### src/rtl/serial_mag_comparator_if.sv
// Start/busy/done handshake, operands and result flags for serial_mag_comparator.
// The requester uses the master modport; the comparator uses the slave modport.
interface serial_mag_comparator_if #(
  parameter int WIDTH = 16,
  parameter int DIGIT = 4
);
  localparam int NSLICE = WIDTH / DIGIT;
  localparam int SU_W   = $clog2(NSLICE) + 1;

  logic             start;
  logic             signed_mode;
  logic [WIDTH-1:0] a;
  logic [WIDTH-1:0] b;
  logic             busy;
  logic             done;
  logic             a_gt_b;
  logic             a_lt_b;
  logic             a_eq_b;
  logic [SU_W-1:0]  slices_used;

  modport master (
    output start, signed_mode, a, b,
    input  busy, done, a_gt_b, a_lt_b, a_eq_b, slices_used
  );

  modport slave (
    input  start, signed_mode, a, b,
    output busy, done, a_gt_b, a_lt_b, a_eq_b, slices_used
  );
endinterface

### src/rtl/serial_mag_comparator.sv
// Multi-cycle magnitude comparator: walks DIGIT-bit slices from the MSB down and
// stops at the first differing slice. Signed compares use an offset-binary remap.
module serial_mag_comparator #(
  parameter int WIDTH = 16,
  parameter int DIGIT = 4
) (
  input logic                  clk,
  input logic                  rst_n,
  serial_mag_comparator_if.slave bus
);
  localparam int NSLICE = WIDTH / DIGIT;
  localparam int SU_W   = $clog2(NSLICE) + 1;
  localparam int IDX_W  = (NSLICE > 1) ? $clog2(NSLICE) : 1;
  localparam logic [WIDTH-1:0] MSB_MASK = {1'b1, {(WIDTH-1){1'b0}}};

  generate
    if (WIDTH < 2 || DIGIT < 1 || (WIDTH % DIGIT) != 0) begin : g_bad_params
      $error("serial_mag_comparator: WIDTH must be >= 2 and a multiple of DIGIT");
    end
  endgenerate

  typedef enum logic [1:0] {
    IDLE,
    COMPARE,
    DONE
  } state_t;

  state_t           state;
  logic [WIDTH-1:0] a_reg;
  logic [WIDTH-1:0] b_reg;
  logic [IDX_W-1:0] idx;
  logic [SU_W-1:0]  count;
  logic             busy_r;
  logic             done_r;
  logic             gt_r;
  logic             lt_r;
  logic             eq_r;
  logic [SU_W-1:0]  slices_r;
  logic [DIGIT-1:0] a_slice;
  logic [DIGIT-1:0] b_slice;

  always_comb begin
    a_slice = a_reg[int'(idx)*DIGIT +: DIGIT];
    b_slice = b_reg[int'(idx)*DIGIT +: DIGIT];
  end

  always_ff @(posedge clk) begin
    if (!rst_n) begin
      state    <= IDLE;
      a_reg    <= '0;
      b_reg    <= '0;
      idx      <= '0;
      count    <= '0;
      busy_r   <= 1'b0;
      done_r   <= 1'b0;
      gt_r     <= 1'b0;
      lt_r     <= 1'b0;
      eq_r     <= 1'b0;
      slices_r <= '0;
    end else begin
      case (state)
        IDLE: begin
          done_r <= 1'b0;
          if (bus.start) begin
            // Flipping the sign bit maps two's-complement order onto unsigned order.
            a_reg  <= bus.signed_mode ? (bus.a ^ MSB_MASK) : bus.a;
            b_reg  <= bus.signed_mode ? (bus.b ^ MSB_MASK) : bus.b;
            idx    <= IDX_W'(NSLICE - 1);
            count  <= '0;
            busy_r <= 1'b1;
            state  <= COMPARE;
          end
        end

        COMPARE: begin
          if (a_slice != b_slice) begin
            gt_r     <= (a_slice > b_slice);
            lt_r     <= (a_slice < b_slice);
            eq_r     <= 1'b0;
            slices_r <= count + SU_W'(1);
            busy_r   <= 1'b0;
            done_r   <= 1'b1;
            state    <= DONE;
          end else if (idx == '0) begin
            gt_r     <= 1'b0;
            lt_r     <= 1'b0;
            eq_r     <= 1'b1;
            slices_r <= SU_W'(NSLICE);
            busy_r   <= 1'b0;
            done_r   <= 1'b1;
            state    <= DONE;
          end else begin
            idx   <= idx - IDX_W'(1);
            count <= count + SU_W'(1);
          end
        end

        DONE: begin
          done_r <= 1'b0;
          state  <= IDLE;
        end

        default: begin
          busy_r <= 1'b0;
          done_r <= 1'b0;
          state  <= IDLE;
        end
      endcase
    end
  end

  assign bus.busy        = busy_r;
  assign bus.done        = done_r;
  assign bus.a_gt_b      = gt_r;
  assign bus.a_lt_b      = lt_r;
  assign bus.a_eq_b      = eq_r;
  assign bus.slices_used = slices_r;
endmodule

### src/flat_wrapper.sv
// flat-port wrapper written by rule: the top's interface ports become plain ports
module serial_mag_comparator_flat 
#(
  parameter int WIDTH = 16,
  parameter int DIGIT = 4
)
  (clk, rst_n, bus_start, bus_signed_mode, bus_a, bus_b, bus_busy, bus_done, bus_a_gt_b, bus_a_lt_b, bus_a_eq_b, bus_slices_used);
  serial_mag_comparator_if #(.WIDTH(WIDTH), .DIGIT(DIGIT)) bus_i ();
  input logic clk;
  input logic rst_n;
  input wire logic [$bits(bus_i.start)-1:0] bus_start;
  input wire logic [$bits(bus_i.signed_mode)-1:0] bus_signed_mode;
  input wire logic [$bits(bus_i.a)-1:0] bus_a;
  input wire logic [$bits(bus_i.b)-1:0] bus_b;
  output wire logic [$bits(bus_i.busy)-1:0] bus_busy;
  output wire logic [$bits(bus_i.done)-1:0] bus_done;
  output wire logic [$bits(bus_i.a_gt_b)-1:0] bus_a_gt_b;
  output wire logic [$bits(bus_i.a_lt_b)-1:0] bus_a_lt_b;
  output wire logic [$bits(bus_i.a_eq_b)-1:0] bus_a_eq_b;
  output wire logic [$bits(bus_i.slices_used)-1:0] bus_slices_used;
  assign bus_i.start = bus_start;
  assign bus_i.signed_mode = bus_signed_mode;
  assign bus_i.a = bus_a;
  assign bus_i.b = bus_b;
  assign bus_busy = bus_i.busy;
  assign bus_done = bus_i.done;
  assign bus_a_gt_b = bus_i.a_gt_b;
  assign bus_a_lt_b = bus_i.a_lt_b;
  assign bus_a_eq_b = bus_i.a_eq_b;
  assign bus_slices_used = bus_i.slices_used;
  serial_mag_comparator #(.WIDTH(WIDTH), .DIGIT(DIGIT)) u_core (.clk(clk), .rst_n(rst_n), .bus(bus_i));
endmodule
### config.mk
export PLATFORM = sky130hd
export DESIGN_NAME = serial_mag_comparator_flat
export DESIGN_NICKNAME = d
export VERILOG_FILES = /design/src/rtl/serial_mag_comparator_if.sv /design/src/rtl/serial_mag_comparator.sv /design/src/flat_wrapper.sv
export SDC_FILE = /design/constraint.sdc
export NUM_CORES = 1
export LEC_CHECK = 0
export ABC_CLOCK_PERIOD_IN_PS = 3630
export CORE_ASPECT_RATIO = 0.9
export CORE_MARGIN = 1
export CORE_UTILIZATION = 55
export CTS_BUF_LIST = sky130_fd_sc_hd__clkbuf_8
export CTS_CLUSTER_SIZE = 25
export DETAILED_ROUTE_END_ITERATION = 7
export PLACE_DENSITY = 0.85
export SYNTH_ARGS = -nofsm -noshare
export SYNTH_HDL_FRONTEND = slang
export SYNTH_SLANG_ARGS = --single-unit
### constraint.sdc
create_clock -name clk -period 3.63 [get_ports clk]
set_input_delay 0.5445 -clock clk [delete_from_list [all_inputs] [get_ports clk]]
set_output_delay 0.5445 -clock clk [all_outputs]
set_load 0.005 [all_outputs]
==> out/metrics.cfg <==
[placement]
gp_congestion = 0.769
post-dp-hpwl_um = 2870
io_buffer_count = 43

[cts]
clk_latency_ps = 310
cts-htree-levels = 2
path_clk_slew_ps = 80
cts.sinks = 47
ctsHoldBuffers = 0
cts_buffer_depth = 2
cts-root-buf = clkbuf_8
cts_resized = 0
post-cts-setup-buffers = 0
cts_inserted_buffers = 5
tritoncts = yes

[setup_path]
required_ps = 3830
worst-path-max-fanout = 11
start_kind = register
cp.arrival_ps = 2680
end_kind = register
crit_type = register to register

[logic_synthesis]
synth_fp_nets = 269
syn_area_sq_um = 2110
synth_seq_cells = 47
syn_inst = 227
synth_cell_types = 32
avgSynthCellArea_sq_um = 9.28
yosysWarnings = 0
ys_seq_area_share_pct = 44.7

[job]
maxCapViolations = 0

[die]
design.die.area_sq_um = 4080
start_util_pct = 59.7
die_x_um = 67.2
die_y_um = 60.7
row_count = 20
design.core.area_sq_um = 3530
io_pins = 44

[sta]
hold_viol = 0
worstMarginPinSlew_ps = 684
timing.hold.ws_ps = 465
fmax_mhz = 403
finalSetupTns_ps = 0
maxSlewViolCount = 0
rsz0062_at_grt = false
finalClockSkew_ps = 2.51
setup_viol = 0
finalCritPeriodShare_pct = 68.3
slew_headroom_pct = 54.3
layout_min_cycle_time_ps = 2480

[outcome]
outcome = finished, final reports clean

[cells_and_area]
syn2layout_area_growth_pct = 25.5
nNetsFinal = 308
fillCellCount = 271
diodes = 0
final_layout_size_suffix_gt1_share_pct = 8.61

[grt]
grt_max_degree = 37
antenna_found_initial = 0
track_usage_pct = 23.8
grt-ovfl-total = 0
grt_pass1_wl_um = 6880
grt_pass1_vias = 1469

[detailed_routing]
drt_wl_total_um = 4050
avgViaCountPerCell = 5.28
drt_iter0_markers = 84
ant_nets = 0
vias = 1642
drc_errors = 0
firstDrtPassIters = 4
wl_per_cell_um = 13.0

[min_path]
min_path_type = register to register

[pwr]
vdd_ir_drop_max_v = 0.000256
p_leak_uw = 0.00103
power.density_nw_per_um2 = 468

==> cell usage in the layout, fill, tap and decap left out, drive strengths merged, types with 2 or more instances in the layout <==
| cell type | synthesis | routed |
|---|---|---|
| clkdlybuf4s50 | 0 | 43 |
| xnor2 | 3 | 3 |
| ha | 6 | 6 |
| a32o | 2 | 2 |
| nor2 | 6 | 6 |
| inv | 7 | 7 |
| a21oi | 4 | 4 |
| mux4 | 8 | 8 |
| dfxtp | 47 | 47 |
| o21ai | 5 | 5 |
| buf | 11 | 3 |
| and2 | 3 | 3 |
| nand2 | 73 | 73 |
| nor3 | 2 | 2 |
| clkbuf | 3 | 6 |
| a21boi | 31 | 31 |
| o2bb2ai | 2 | 2 |
| o211a | 4 | 4 |
==> critical path, stage by stage (launching register included) <==
cell     delay (ps)
dfxtp_1         700
mux4_2          580
ha_1            340
nand4_2         170
or3_4           380
nand2_2         110
o21ai_0          90
==> metal layers <==
layer / GRT usage (%) / share of wire, % / wire length, um / vias up
li1: - / - / - / 849
met1: 32.9 / 49 / 1990 / 738
met2: 34.0 / 42 / 1720 / 49
met3: 8.27 / 6.8 / 274 / 6
met4: 9.42 / 1.7 / 69 / 0
met5: 0 / 0 / 0 / -
==> where the power goes <==
group,leakage (uW),internal (uW),switching [uW]
registers,0.000386,559,35.7
logic,0.000579,133,115
clock network,0.0000612,223,174
total,0.00103,914,324
==> final timing paths <==
kind / endpoint / slack (ps) / depth (start not counted) / from
min reg2reg: u_core.b_reg[1]$_SDFFE_PN0P_ / 460 / 2 / u_core.b_reg[1]$_SDFFE_PN0P_
max reg2reg: u_core.count[2]$_SDFFE_PN0P_ / 1150 / 6 / u_core.idx[0]$_SDFFE_PN0P_
min: u_core.b_reg[1]$_SDFFE_PN0P_ / 460 / 2 / u_core.b_reg[1]$_SDFFE_PN0P_
max: u_core.count[2]$_SDFFE_PN0P_ / 1150 / 6 / u_core.idx[0]$_SDFFE_PN0P_
==> cells in the mapped netlist (all sizes together) <==
cell     count  share of area, %
o21a         1              0.36
o211a        4               1.9
buf         11               3.6
o311a        1              0.48
inv          7               1.2
nor2         6               1.1
o2bb2ai      2              0.83
a21boi      31                11
xnor2        3               1.2
nor3b        1              0.36
nor2b        1              0.30
a21oi        4              0.95
a32o         2              0.95
nand3        1              0.24
nand4        1              0.59
and2         3              0.89
clkbuf       3              0.53
mux4         8               8.6
nand3b       1              0.36
nand2b       1              0.30
and3b        1              0.42
nor3         2              0.71
o21ai        5               1.2
nand2       73                13
ha           6               3.6
or3          1              0.53
dfxtp       47                45
==> area by class of cell <==
type	count	area, sq um	share of cell area (%)
sequential	47	941	35.6
clock buffer	6	82.6	3.12
clock inverter	2	35.0	1.32
timing repair buffer	46	453	17.1
inverter	7	26.3	0.993
multi-input combinational	159	1050	39.8
tap	44	55.1	2.08
==> cell families after synthesis <==
family,count (synthesis),share of synthesized area [%]
simple gates,92,18.9
xor+xnor,3,1.25
compound gates,50,17.7
fa+ha+maj,6,3.56
mux,8,8.55
buf+inv,21,5.40
flops,47,44.7
==> metrics by stage <==
| step | cells | setup WS (ps) | total power, uW | util [%] | instance area [sq um] |
|---|---|---|---|---|---|
| after floorplan | 227 | 1450 | 765 | - | 2110 |
| after global placement | 303 | 1250 | 847 | 71.6 | 2530 |
| after detailed placement | 303 | 1140 | 855 | 71.6 | 2530 |
| after CTS | 311 | 1120 | 1250 | 75.0 | 2650 |
| after global routing | 311 | 993 | 1310 | 75.0 | 2650 |
| final | 311 | 1150 | 1240 | 75.0 | 2650 |
Note: power is estimated with default switching activity, not from simulation.
